<file path="src/rtl/relay_pkg.sv">
// Shared types and constants for the sibling token relay.
// Latency: n/a (types only).
// Backpressure: n/a (types only).
//
// Token widths are fixed here so every sibling in the generated level
// agrees on the link format without per-instance parameter plumbing.
package relay_pkg;

  localparam int DATA_W  = 16;
  localparam int HOP_W   = 4;
  localparam int HOP_MAX = 2**HOP_W - 1;
  localparam int SRC_W   = 3;

  typedef struct packed {
    logic [DATA_W-1:0] data;
    logic [HOP_W-1:0]  hops;
  } token_t;

  localparam int TOKEN_W = $bits(token_t);

endpackage

</file>
<file path="src/rtl/relay_fifo.sv">
// Generic register-based FIFO with push/pop strobes and a head output.
// Latency: a pushed word is visible at o_head the cycle after the push edge.
// Backpressure: caller must not push when o_full nor pop when o_empty.
//
// Ports:
//   clk, rst_n        clock and async active-low reset
//   i_push/i_push_dat write strobe and word
//   i_pop             read strobe (advances head)
//   o_full/o_empty    occupancy flags, derived from registered pointers
//   o_head            word at the read pointer, sourced from storage registers
module relay_fifo #(
  parameter int WIDTH = 20,
  parameter int DEPTH = 4
) (
  input  logic             clk,
  input  logic             rst_n,
  input  logic             i_push,
  input  logic [WIDTH-1:0] i_push_dat,
  input  logic             i_pop,
  output logic             o_full,
  output logic             o_empty,
  output logic [WIDTH-1:0] o_head
);

  localparam int AW = $clog2(DEPTH);

  // One extra pointer bit distinguishes full from empty when indices match.
  logic [AW:0]      r_wr_ptr;
  logic [AW:0]      r_rd_ptr;
  logic [WIDTH-1:0] r_mem [DEPTH];

  always_ff @(posedge clk or negedge rst_n) begin
    if (!rst_n) begin
      r_wr_ptr <= '0;
      r_rd_ptr <= '0;
      // Storage is cleared so the head reads zero straight out of reset.
      for (int i = 0; i < DEPTH; i++) begin
        r_mem[i] <= '0;
      end
    end else begin
      if (i_push) begin
        r_mem[r_wr_ptr[AW-1:0]] <= i_push_dat;
        r_wr_ptr                <= r_wr_ptr + (AW+1)'(1);
      end
      if (i_pop) begin
        r_rd_ptr <= r_rd_ptr + (AW+1)'(1);
      end
    end
  end

  assign o_empty = (r_wr_ptr == r_rd_ptr);
  assign o_full  = (r_wr_ptr[AW] != r_rd_ptr[AW]) &&
                   (r_wr_ptr[AW-1:0] == r_rd_ptr[AW-1:0]);
  assign o_head  = r_mem[r_rd_ptr[AW-1:0]];

endmodule

</file>
<file path="src/rtl/sibling_relay_stage.sv">
// Relays tokens between adjacent siblings, bumping hop count and retiring expired tokens.
// Latency: 1 cycle from accept to presentation on out_* when the buffer is empty.
// Backpressure: in_ready = !full from registered state only; no path from out_ready.
//
// Ports:
//   clk, rst_n                      clock and async active-low reset
//   in_valid/in_ready/in_data/in_hops   upstream token link
//   out_valid/out_ready/out_data/out_hops/out_src   downstream token link
//   pass_count                      forwarded tokens, wraps at 2^16
//   drop_count                      expired tokens retired, saturates at 255
module sibling_relay_stage
  import relay_pkg::*;
#(
  parameter int STAGE_ID = 0,
  parameter int DEPTH    = 4
) (
  input  logic              clk,
  input  logic              rst_n,
  input  logic              in_valid,
  output logic              in_ready,
  input  logic [DATA_W-1:0] in_data,
  input  logic [HOP_W-1:0]  in_hops,
  output logic              out_valid,
  input  logic              out_ready,
  output logic [DATA_W-1:0] out_data,
  output logic [HOP_W-1:0]  out_hops,
  output logic [SRC_W-1:0]  out_src,
  output logic [15:0]       pass_count,
  output logic [7:0]        drop_count
);

  logic        r_ready_en;
  logic [15:0] r_pass_cnt;
  logic [7:0]  r_drop_cnt;

  logic   w_full;
  logic   w_empty;
  logic   w_accept;
  logic   w_expired;
  logic   w_fifo_push;
  logic   w_pop;
  token_t w_wr_tok;
  token_t w_head;

  // Holds in_ready low through reset and releases it on the first edge after.
  always_ff @(posedge clk or negedge rst_n) begin
    if (!rst_n) begin
      r_ready_en <= 1'b0;
    end else begin
      r_ready_en <= 1'b1;
    end
  end

  assign in_ready  = r_ready_en && !w_full;
  assign out_valid = !w_empty;

  assign w_accept    = in_valid && in_ready;
  assign w_expired   = (in_hops == HOP_W'(HOP_MAX));
  // Expired tokens complete the handshake but never occupy a slot.
  assign w_fifo_push = w_accept && !w_expired;
  assign w_pop       = out_valid && out_ready;

  // Cannot overflow: HOP_MAX tokens are filtered before this point.
  assign w_wr_tok.data = in_data;
  assign w_wr_tok.hops = in_hops + HOP_W'(1);

  relay_fifo #(
    .WIDTH (TOKEN_W),
    .DEPTH (DEPTH)
  ) u_fifo (
    .clk        (clk),
    .rst_n      (rst_n),
    .i_push     (w_fifo_push),
    .i_push_dat (w_wr_tok),
    .i_pop      (w_pop),
    .o_full     (w_full),
    .o_empty    (w_empty),
    .o_head     (w_head)
  );

  always_ff @(posedge clk or negedge rst_n) begin
    if (!rst_n) begin
      r_pass_cnt <= '0;
      r_drop_cnt <= '0;
    end else begin
      if (w_pop) begin
        r_pass_cnt <= r_pass_cnt + 16'd1;
      end
      if (w_accept && w_expired && (r_drop_cnt != 8'hFF)) begin
        r_drop_cnt <= r_drop_cnt + 8'd1;
      end
    end
  end

  assign out_data   = w_head.data;
  assign out_hops   = w_head.hops;
  assign out_src    = SRC_W'(STAGE_ID);
  assign pass_count = r_pass_cnt;
  assign drop_count = r_drop_cnt;

endmodule

</file>
<file path="config.mk">
export PLATFORM = sky130hd
export DESIGN_NAME = sibling_relay_stage
export DESIGN_NICKNAME = d
export VERILOG_FILES = /design/src/rtl/relay_pkg.sv /design/src/rtl/relay_fifo.sv /design/src/rtl/sibling_relay_stage.sv
export SDC_FILE = /design/constraint.sdc
export NUM_CORES = 1
export LEC_CHECK = 0
export CAP_MARGIN = 15
export CELL_PAD_IN_SITES_DETAIL_PLACEMENT = 1
export CELL_PAD_IN_SITES_GLOBAL_PLACEMENT = 1
export CORE_MARGIN = 8
export CORE_UTILIZATION = 45
export CTS_CLUSTER_SIZE = 8
export DETAILED_ROUTE_END_ITERATION = 8
export PLACE_DENSITY = 0.91
export SYNTH_ARGS = -nofsm -noshare
export SYNTH_HDL_FRONTEND = slang
export SYNTH_SLANG_ARGS = --single-unit
</file>
<file path="constraint.sdc">
create_clock -name clk -period 2.3 [get_ports clk]
set_input_delay 0.46 -clock clk [delete_from_list [all_inputs] [get_ports clk]]
set_output_delay 0.46 -clock clk [all_outputs]
set_load 0.1 [all_outputs]
</file>
# Yosys cells after proc, flatten, opt, wreduce, memory -nomap -nowiden
# Index checks and enable logic that the tools add are counted.
# Widths: inputs -> output; s select.
op_classes:
  n_addsub: 5
  mul: 0
  n_div: 0
  order_cmp: 3
  eq_ne: 5
  shift: 0
  muxes: 6
  bitwise: 2
  reduce_logical: 11
op_table:
  columns: ["operator", "n"]
  rows:
  - ["$bwmux 80", 1]
  - ["$mux 20", 3]
  - ["$bmux 20 s2", 1]
  - ["$demux 20 s2", 1]
  - ["$add 16x1->16 const B", 1]
  - ["$add 8x1->8 const B", 1]
  - ["$logic_and 1x1->1", 8]
  - ["$ne 8x8->1 const B", 1]
  - ["$add 3x1->3 const B", 2]
  - ["$ge 3x3->1 const B", 2]
  - ["$not 2->3", 2]
  - ["$add 4x1->4 const B", 1]
  - ["$eq 4x4->1 const B", 1]
  - ["$eq 3x3->1", 1]
  - ["$logic_not 1->1", 3]
  - ["$lt 3x1->1 const B", 1]
  - ["$eq 2x2->1", 1]
  - ["$ne 1x1->1", 1]
totals:
  reg_bits: 111
  latch_bits: 0
  ramBits: 0
  mem_bits_ro: 0
  inputBits: 24
  out_inout_bits: 49
  elab_cells: 41
  mem_count: 0

# Depth between registers and ports, before layout
# Gate-level depths: netlist of the first run.
logic_depth:
  ltp_word: 7
  ltp_mapped: 5
  ltp_nobuf: 5

# Cells and area by module
# A second synthesis of the first run with hierarchy kept.
unflattened:
  hier_cells: 338
  hier_area_um2: 5077.4
modules_own_cells:
  columns: ["module", "n_inst", "cells_each", "area_each_um2", "seq_area_each_um2"]
  rows:
  - ["relay_fifo", 1, 224, 3804.9, 2152.1]
  - ["sibling_relay_stage", 1, 114, 1272.5, 625.6]

# Worst setup path before layout of the first run
# No wires, ideal clock.
synth_path:
  kind: "register to output"
  from: "reg u_fifo.r_wr_ptr[0]"
  to: "out in_ready"
  arrival_time_ns: 2.235
  required_ns: 1.840
  setup_slack_ns: -0.395
  path_stages_with_launch: 4
  n_path_buf: 0
  path_cell_list: "dfrtp_1 xor2_2 nor3_1 nor2b_1"
synth_between:
  elab_chain_len: 4
synth_lines:
  columns: ["item", "line_no", "text"]
  rows:
  - ["start, declared", "relay_fifo.sv:28", "logic [AW:0] r_wr_ptr;"]
  - ["start signal, assigned", "relay_fifo.sv:43", "r_wr_ptr <= r_wr_ptr + (AW+1)'(1);"]
  - ["$eq 2x2->1", "relay_fifo.sv:53", "(r_wr_ptr[AW-1:0] == r_rd_ptr[AW-1:0]);"]
  - ["$logic_and 1x1->1", "relay_fifo.sv:52", "assign o_full = (r_wr_ptr[AW] != r_rd_ptr[AW]) &&"]
  - ["$logic_not 1->1", "sibling_relay_stage.sv:54", "assign in_ready = r_ready_en && !w_full;"]
  - ["$logic_and 1x1->1", "sibling_relay_stage.sv:54", null]
  - ["end, declared", "sibling_relay_stage.sv:20", "output logic in_ready,"]
# No other way between the ends.

# Final worst setup path of the first run
layout_path:
  from: "reg u_fifo.r_rd_ptr[0]"
  to: "out out_hops[2]"
layout_between:
  elab_chain_len: 4
layout_lines:
  columns: ["item", "line_no", "text"]
  rows:
  - ["start, declared", "relay_fifo.sv:29", "logic [AW:0] r_rd_ptr;"]
  - ["start signal, assigned", "relay_fifo.sv:46", "r_rd_ptr <= r_rd_ptr + (AW+1)'(1);"]
  - ["$not 2->3 (not written as such)", "relay_fifo.sv:54", "assign o_head = r_mem[r_rd_ptr[AW-1:0]];"]
  - ["$bmux 20 s2", "relay_fifo.sv:54", null]
  - ["$mux 20 (not written as such) (2 in a row)", "relay_fifo.sv:54", null]
  - ["end, declared", "sibling_relay_stage.sv:26", "output logic [HOP_W-1:0] out_hops,"]
# No other way between the ends. The select of a mux whose other input is x is not followed.

==> reports/results.ini, run 1 <==
[synth]
yosysTopAreaCellShare = 0.550
synth_top_cell_by_area = dfrtp_1
post_synth_xor_area_fraction = 0.0550
synth_top_family_by_area = multiplexers
netlist_area_um2 = 5050
yosys_warnings = 0
synth_cell_type_count = 32
yosysSeqAreaShare = 0.550
synthAdderAreaFrac = 0.0198
ys_top_cells_by_area = dfrtp_1, mux2_1, mux4_2
syn_inst = 341
yosys.area_share.simple = 0.0620
synth_seq_cells = 111
synth_compound_area_frac = 0.0104
syn_area_per_cell_um2 = 14.8
synthMuxAreaShare = 0.276

[timing]
clock.fmax_mhz = 444
fin_crit_sh = 0.979
clock_skew_ns = 0.00439
finalHoldViolations = 0
whs_ns = 0.0623
setup_violations = 0
tightest_slew_ns = 0.904
maxSlewViolCount = 0
maxSlewHeadroom = 0.390
min_period_ns = 2.25
rsz0062_at_grt = true

[hold_path]
hp-class = input port to asynchronous set/reset pin

[layout]
final_cell_mix = dfrtp_1, mux2_1, buf_4, buf_12, clkdlybuf4s50_1
antennaDiodeCount = 0
multiInputGateArea_um2 = 2180
register_area_um2 = 2780
layout-drive-gt1-share = 0.279
final_common_cell = dfrtp_1
areaGrowthSynthToFinish_pct = 27.4
final.fill_count = 1031
fin_nets = 465

[place]
port_buffers = 69
gp_congestion = 0.778
post-dp-hpwl_mm = 8.42

[status]
outcome = finished, final reports clean

[worst_setup_path]
cp_max_fo = 11
end_kind = output port
crit_buf_inv = 2
worst_setup_path_start_kind = flop
cp.required_ns = 1.84
slowest_delay_ns = 0.58
slowest_stage = mux4_2
crit_arrival_ns = 1.79
cp-startpoint = u_fifo.r_rd_ptr[0]$_DFFE_PN0P_
cp_cell_sequence = buf_8, mux4_2, buf_12
r2r_start = u_fifo.r_rd_ptr[0]$_DFFE_PN0P_
crit_type = flop to output port
path_delay_family = multiplexers

[die]
rows = 38
die_area_um2 = 14900
core_area_um2 = 10900
die_w_um = 122
initial_utilization = 0.463
die_y_um = 122
ios = 73

[global_routing]
antenna_found_initial = 0
grt-ovfl-total = 0
grt_max_degree = 44
grt_use_total = 0.168
first_global_vias = 3551
grt_pass1_wl_mm = 19.5

[clock_tree]
cts-root-buf = clkbuf_8
clk_pin_slew_ns = 0.10
ctsLongestPathBuffers = 2
clock_latency_ns = 0.38
cts_made_buffers = 9
clock-sinks = 111
h-tree-depth = 3
cts_tree = yes

[flow_run]
cap_violations = 0

[detailed_routing]
antenna_left = 0
num_vias = 3149
drt_iter0_drc = 168
drc = 0
drt_wl_total_mm = 11.5
drt-vias-per-instance = 5.45
wl_per_cell_um = 19.9
dr.pass1.iters = 5

-- repair_timing --
item / in CTS / in global routing
resized for setup: 4 / 3
hold buffers: 0 / 0
endpoints found under the setup margin: 18 / 5
hold endpoints to repair: 0 / 0
cloned: 0 / 0
setup buffers: 2 / 2
pin swaps: 0 / 1
-- synth_stat cells (all sizes together) --
cell,instances
dfrtp,111
mux2,80
mux4,20
xor2,17
buf,13
nand2,13
nand3,13
xnor2,13
ha,8
inv,7
nor3,6
nand4,5
nor2,5
and4,4
mux2i,4
and3,3
clkbuf,2
conb,2
nor3b,2
nor4,2
nor4b,2
o31ai,2
nand2b,1
nand3b,1
nor2b,1
o2111ai,1
o311a,1
o311ai,1
o31a,1
-- through the flow --
| stage | util | setup TNS, ns | instance area [µm²] | std cells | setup WS, ns |
|---|---|---|---|---|---|
| final | 0.590 | 0 | 6430 | 578 | 0.0491 |
| after global routing | 0.590 | -0.0432 | 6430 | 578 | -0.0282 |
| after CTS | 0.587 | 0 | 6390 | 576 | 0.0117 |
| after detailed placement | 0.565 | -0.190 | 6150 | 558 | -0.0967 |
| after global placement | 0.565 | -0.00150 | 6150 | 558 | -0.00150 |
| after floorplan | - | 0 | 5060 | 343 | 0.127 |
-- registers in the layout, summed over array words and instances, names as in the netlist --
| signal | flops |
|---|---|
| drop_count | 8 |
| pass_count | 16 |
| r_ready_en | 1 |
| u_fifo.r_mem | 80 |
| u_fifo.r_wr_ptr | 3 |
| u_fifo.r_rd_ptr | 3 |
-- layer usage --
metal,track usage,wire length (µm)
met5,0,0
met3,0.0393,522
met1,0.215,4990
met4,0.0524,143
met2,0.278,5850
-- worst paths after layout --
kind / end / slack [ns] / depth (start not counted)
worst max-delay path: out_hops[2] / 0.05 / 3
worst min register to register: u_fifo.r_mem[24]$_DFFE_PN0P_ / 0.49 / 1
min in group clk: u_fifo.r_mem[24]$_DFFE_PN0P_ / 0.49 / 1
worst max register to register: u_fifo.r_mem[69]$_DFFE_PN0P_ / 0.21 / 6
max in group asynchronous: u_fifo.r_rd_ptr[0]$_DFFE_PN0P_ / 1.58 / 2
worst min-delay path: drop_count[4]$_DFFE_PN0P_ / 0.06 / 1
-- area by class of cell --
class,instances,area share
Sequential cell,111,0.433
Multi-Input combinational cell,210,0.339
Clock buffer,10,0.0214
Tap cell,140,0.0273
Inverter,7,0.00409
Clock inverter,6,0.0105
Timing Repair Buffer,94,0.165
-- logic make-up (layout without fill, tap and decap cells) --
family                   Yosys count  count (layout)
adder cells (fa/ha/maj)            8               8
AO/OA/AOI/OAI                      6               6
other                              2               4
buffers and inverters             22             117
multiplexers                     104             104
XOR/XNOR                          30              30
AND/OR/NAND/NOR                   58              58
flip-flops                       111             111
Power of run 1 is left out: the tool's default activity adds up to more than one toggle a clock period on the data nets, which glitch-free logic cannot reach.
==> run 2, diff against run 1 <==
--- a/config.mk
+++ b/config.mk
@@ -6,13 +6,11 @@
 export NUM_CORES = 1
 export LEC_CHECK = 0
 export CAP_MARGIN = 15
-export CELL_PAD_IN_SITES_DETAIL_PLACEMENT = 1
-export CELL_PAD_IN_SITES_GLOBAL_PLACEMENT = 1
 export CORE_MARGIN = 8
-export CORE_UTILIZATION = 45
+export CORE_UTILIZATION = 54
 export CTS_CLUSTER_SIZE = 8
 export DETAILED_ROUTE_END_ITERATION = 8
-export PLACE_DENSITY = 0.91
+export PLACE_DENSITY = 0.9
 export SYNTH_ARGS = -nofsm -noshare
 export SYNTH_HDL_FRONTEND = slang
 export SYNTH_SLANG_ARGS = --single-unit
==> run 2 against run 1 <==
- clock-buffer cell count unchanged
- utilization up 11 points
- cell count shrank 5.4%
- highest routed layer unchanged
- hold slack gained 0.016 ns
- global-route usage is 1.0 points higher
- wire length decreased by 6.4%
- maximum frequency fell by 0.68%
- die area down 15%
==> reports/results.ini, run 2 (synthesis gave the netlist of run 1 again) <==
[timing]
fin_crit_sh = 0.985  ; was 0.979
setup_tns_ns = 0  ; unchanged
finalHoldViolations = 0  ; unchanged
tightest_slew_ns = 0.924  ; was 0.904 ns
layout_setup_ws_ns = 0.0338  ; was 0.0491 ns
maxSlewHeadroom = 0.376  ; was 0.390
setup_violations = 0  ; unchanged
maxSlewViolCount = 0  ; unchanged
rsz0062_at_grt = true  ; unchanged
min_period_ns = 2.27  ; was 2.25 ns
clock_skew_ns = 0.0112  ; was 0.00439 ns
clock.fmax_mhz = 441  ; was 444 MHz

[clock_tree]
cts-root-buf = clkbuf_8  ; unchanged
cts_made_buffers = 9  ; unchanged
ctsLongestPathBuffers = 2  ; unchanged
cts_hold_buf = 0  ; unchanged
clock_latency_ns = 0.37  ; was 0.38 ns
h-tree-depth = 3  ; unchanged
clk_pin_slew_ns = 0.10  ; about the same
clock-sinks = 111  ; unchanged
cts_tree = yes  ; unchanged

[layout]
fin_nets = 465  ; unchanged
final_cell_mix = dfrtp_1, mux2_1, buf_4, buf_12, clkdlybuf4s50_1  ; unchanged
largest_reg_flops = 80  ; unchanged
antennaDiodeCount = 0  ; unchanged
regMostFlops = u_fifo.r_mem  ; unchanged
areaGrowthSynthToFinish_pct = 27.6  ; was 27.4%
layout-drive-gt1-share = 0.273  ; was 0.279
fin_cells = 547  ; was 578
final_common_cell = dfrtp_1  ; unchanged
final.fill_count = 591  ; was 1031
design_area_um2 = 6440  ; was 6430 µm²

[global_routing]
grt_max_degree = 43  ; was 44
antenna_found_initial = 0  ; unchanged
grt-ovfl-total = 0  ; unchanged
grt_use_total = 0.178  ; was 0.168
first_global_vias = 3480  ; was 3551
grt_pass1_wl_mm = 18.0  ; was 19.5 mm

[die]
initial_utilization = 0.551  ; was 0.463
die_y_um = 113  ; was 122 µm
die_w_um = 113  ; was 122 µm
core_area_um2 = 9150  ; was 10900 µm²
rows = 35  ; was 38
ios = 73  ; unchanged
die_area_um2 = 12700  ; was 14900 µm²

[worst_setup_path]
crit-reg2reg-capture = u_fifo.r_mem[54]$_DFFE_PN0P_  ; was u_fifo.r_mem[69]$_DFFE_PN0P_
cp.required_ns = 1.84  ; about the same
cp_max_fo = 10  ; was 11
rrSetupSlack_ns = 0.26  ; was 0.21 ns
crit_type = flop to output port  ; unchanged
end_kind = output port  ; unchanged
r2r_start = u_fifo.r_wr_ptr[1]$_DFFE_PN0P_  ; was u_fifo.r_rd_ptr[0]$_DFFE_PN0P_
cp-startpoint = u_fifo.r_rd_ptr[0]$_DFFE_PN0P_  ; unchanged
worst_setup_path_start_kind = flop  ; unchanged
rr_worst_depth = 5  ; was 6
endpoint = out_hops[2]  ; unchanged
crit_arrival_ns = 1.81  ; was 1.79 ns

[detailed_routing]
dr.pass1.iters = 6  ; was 5
wl_per_cell_um = 19.7  ; was 19.9 µm
drt-vias-per-instance = 5.80  ; was 5.45
antenna_left = 0  ; unchanged
drt_wl_total_mm = 10.8  ; was 11.5 mm
drt_iter0_drc = 85  ; was 168
drc = 0  ; unchanged
num_vias = 3175  ; was 3149

[place]
pre_cts_ws_ns = -0.177  ; was -0.0967 ns
gp_congestion = 0.783  ; was 0.778
post-dp-hpwl_mm = 7.73  ; was 8.42 mm
placed_area_um2 = 6190  ; was 6150 µm²
port_buffers = 69  ; unchanged
dp.cells = 530  ; was 558

[flow_run]
cap_violations = 0  ; unchanged

[hold_path]
hp-class = input port to asynchronous set/reset pin  ; unchanged

[status]
outcome = finished, final reports clean  ; unchanged

==> run 2: changes by cell type in the layout (fill, tap and decap cells not counted), sizes merged <==
cell / delta
buf: -1
clkinvlp: -1
bufinv: +1
clkbuf: +1
inv: -2
==> run 2: worst min-delay path by stage <==
stage / endpoint / slack [ns] / depth (start not counted)
CTS: u_fifo.r_mem[67]$_DFFE_PN0P_ / 0.09 / 1
detailed placement: pass_count[13]$_DFFE_PN0P_ / 0.48 / 1
finish: pass_count[13]$_DFFE_PN0P_ / 0.08 / 1
global route: pass_count[12]$_DFFE_PN0P_ / 0.11 / 1
floorplan: drop_count[0]$_DFFE_PN0P_ / 0.16 / 0
global placement: pass_count[15]$_DFFE_PN0P_ / 0.47 / 1
==> run 2: layer usage <==
layer	routed length, µm	track usage	vias to the layer above
li1	-	-	1415
met1	4540	0.215	1669
met2	5600	0.305	77
met3	480	0.0392	14
met4	149	0.0710	0
met5	0	0	-
==> run 2: critical path, cell delays in order, from the launching register on <==
cell and delay (ns):
dfrtp_2 0.49, buf_12 0.19, mux4_2 0.57, buf_12 0.19
==> run 2: what timing repair did <==
action                                  in CTS  in global routing
resized for setup                            0                  2
cloned                                       0                  1
endpoints found under the setup margin      17                 17
buffers inserted                             1                  1
==> run 2: through the flow <==
stage,util,hold WS [ns]
final,0.703,0.0782
after global placement,0.676,0.467
after CTS,0.699,0.0853
after detailed placement,0.676,0.478
after floorplan,-,0.164
after global routing,0.703,0.113
==> run 2: final cells by class <==
type / count / area (µm²) / area share
Sequential cell: 111 / 2780 / 0.432
Multi-Input combinational cell: 210 / 2160 / 0.336
Timing Repair Buffer: 94 / 1130 / 0.175
Tap cell: 111 / 139 / 0.0216
Clock buffer: 10 / 128 / 0.0198
Clock inverter: 4 / 72.6 / 0.0113
Inverter: 7 / 26.3 / 0.00408
Power of run 2 is left out for the same reason.
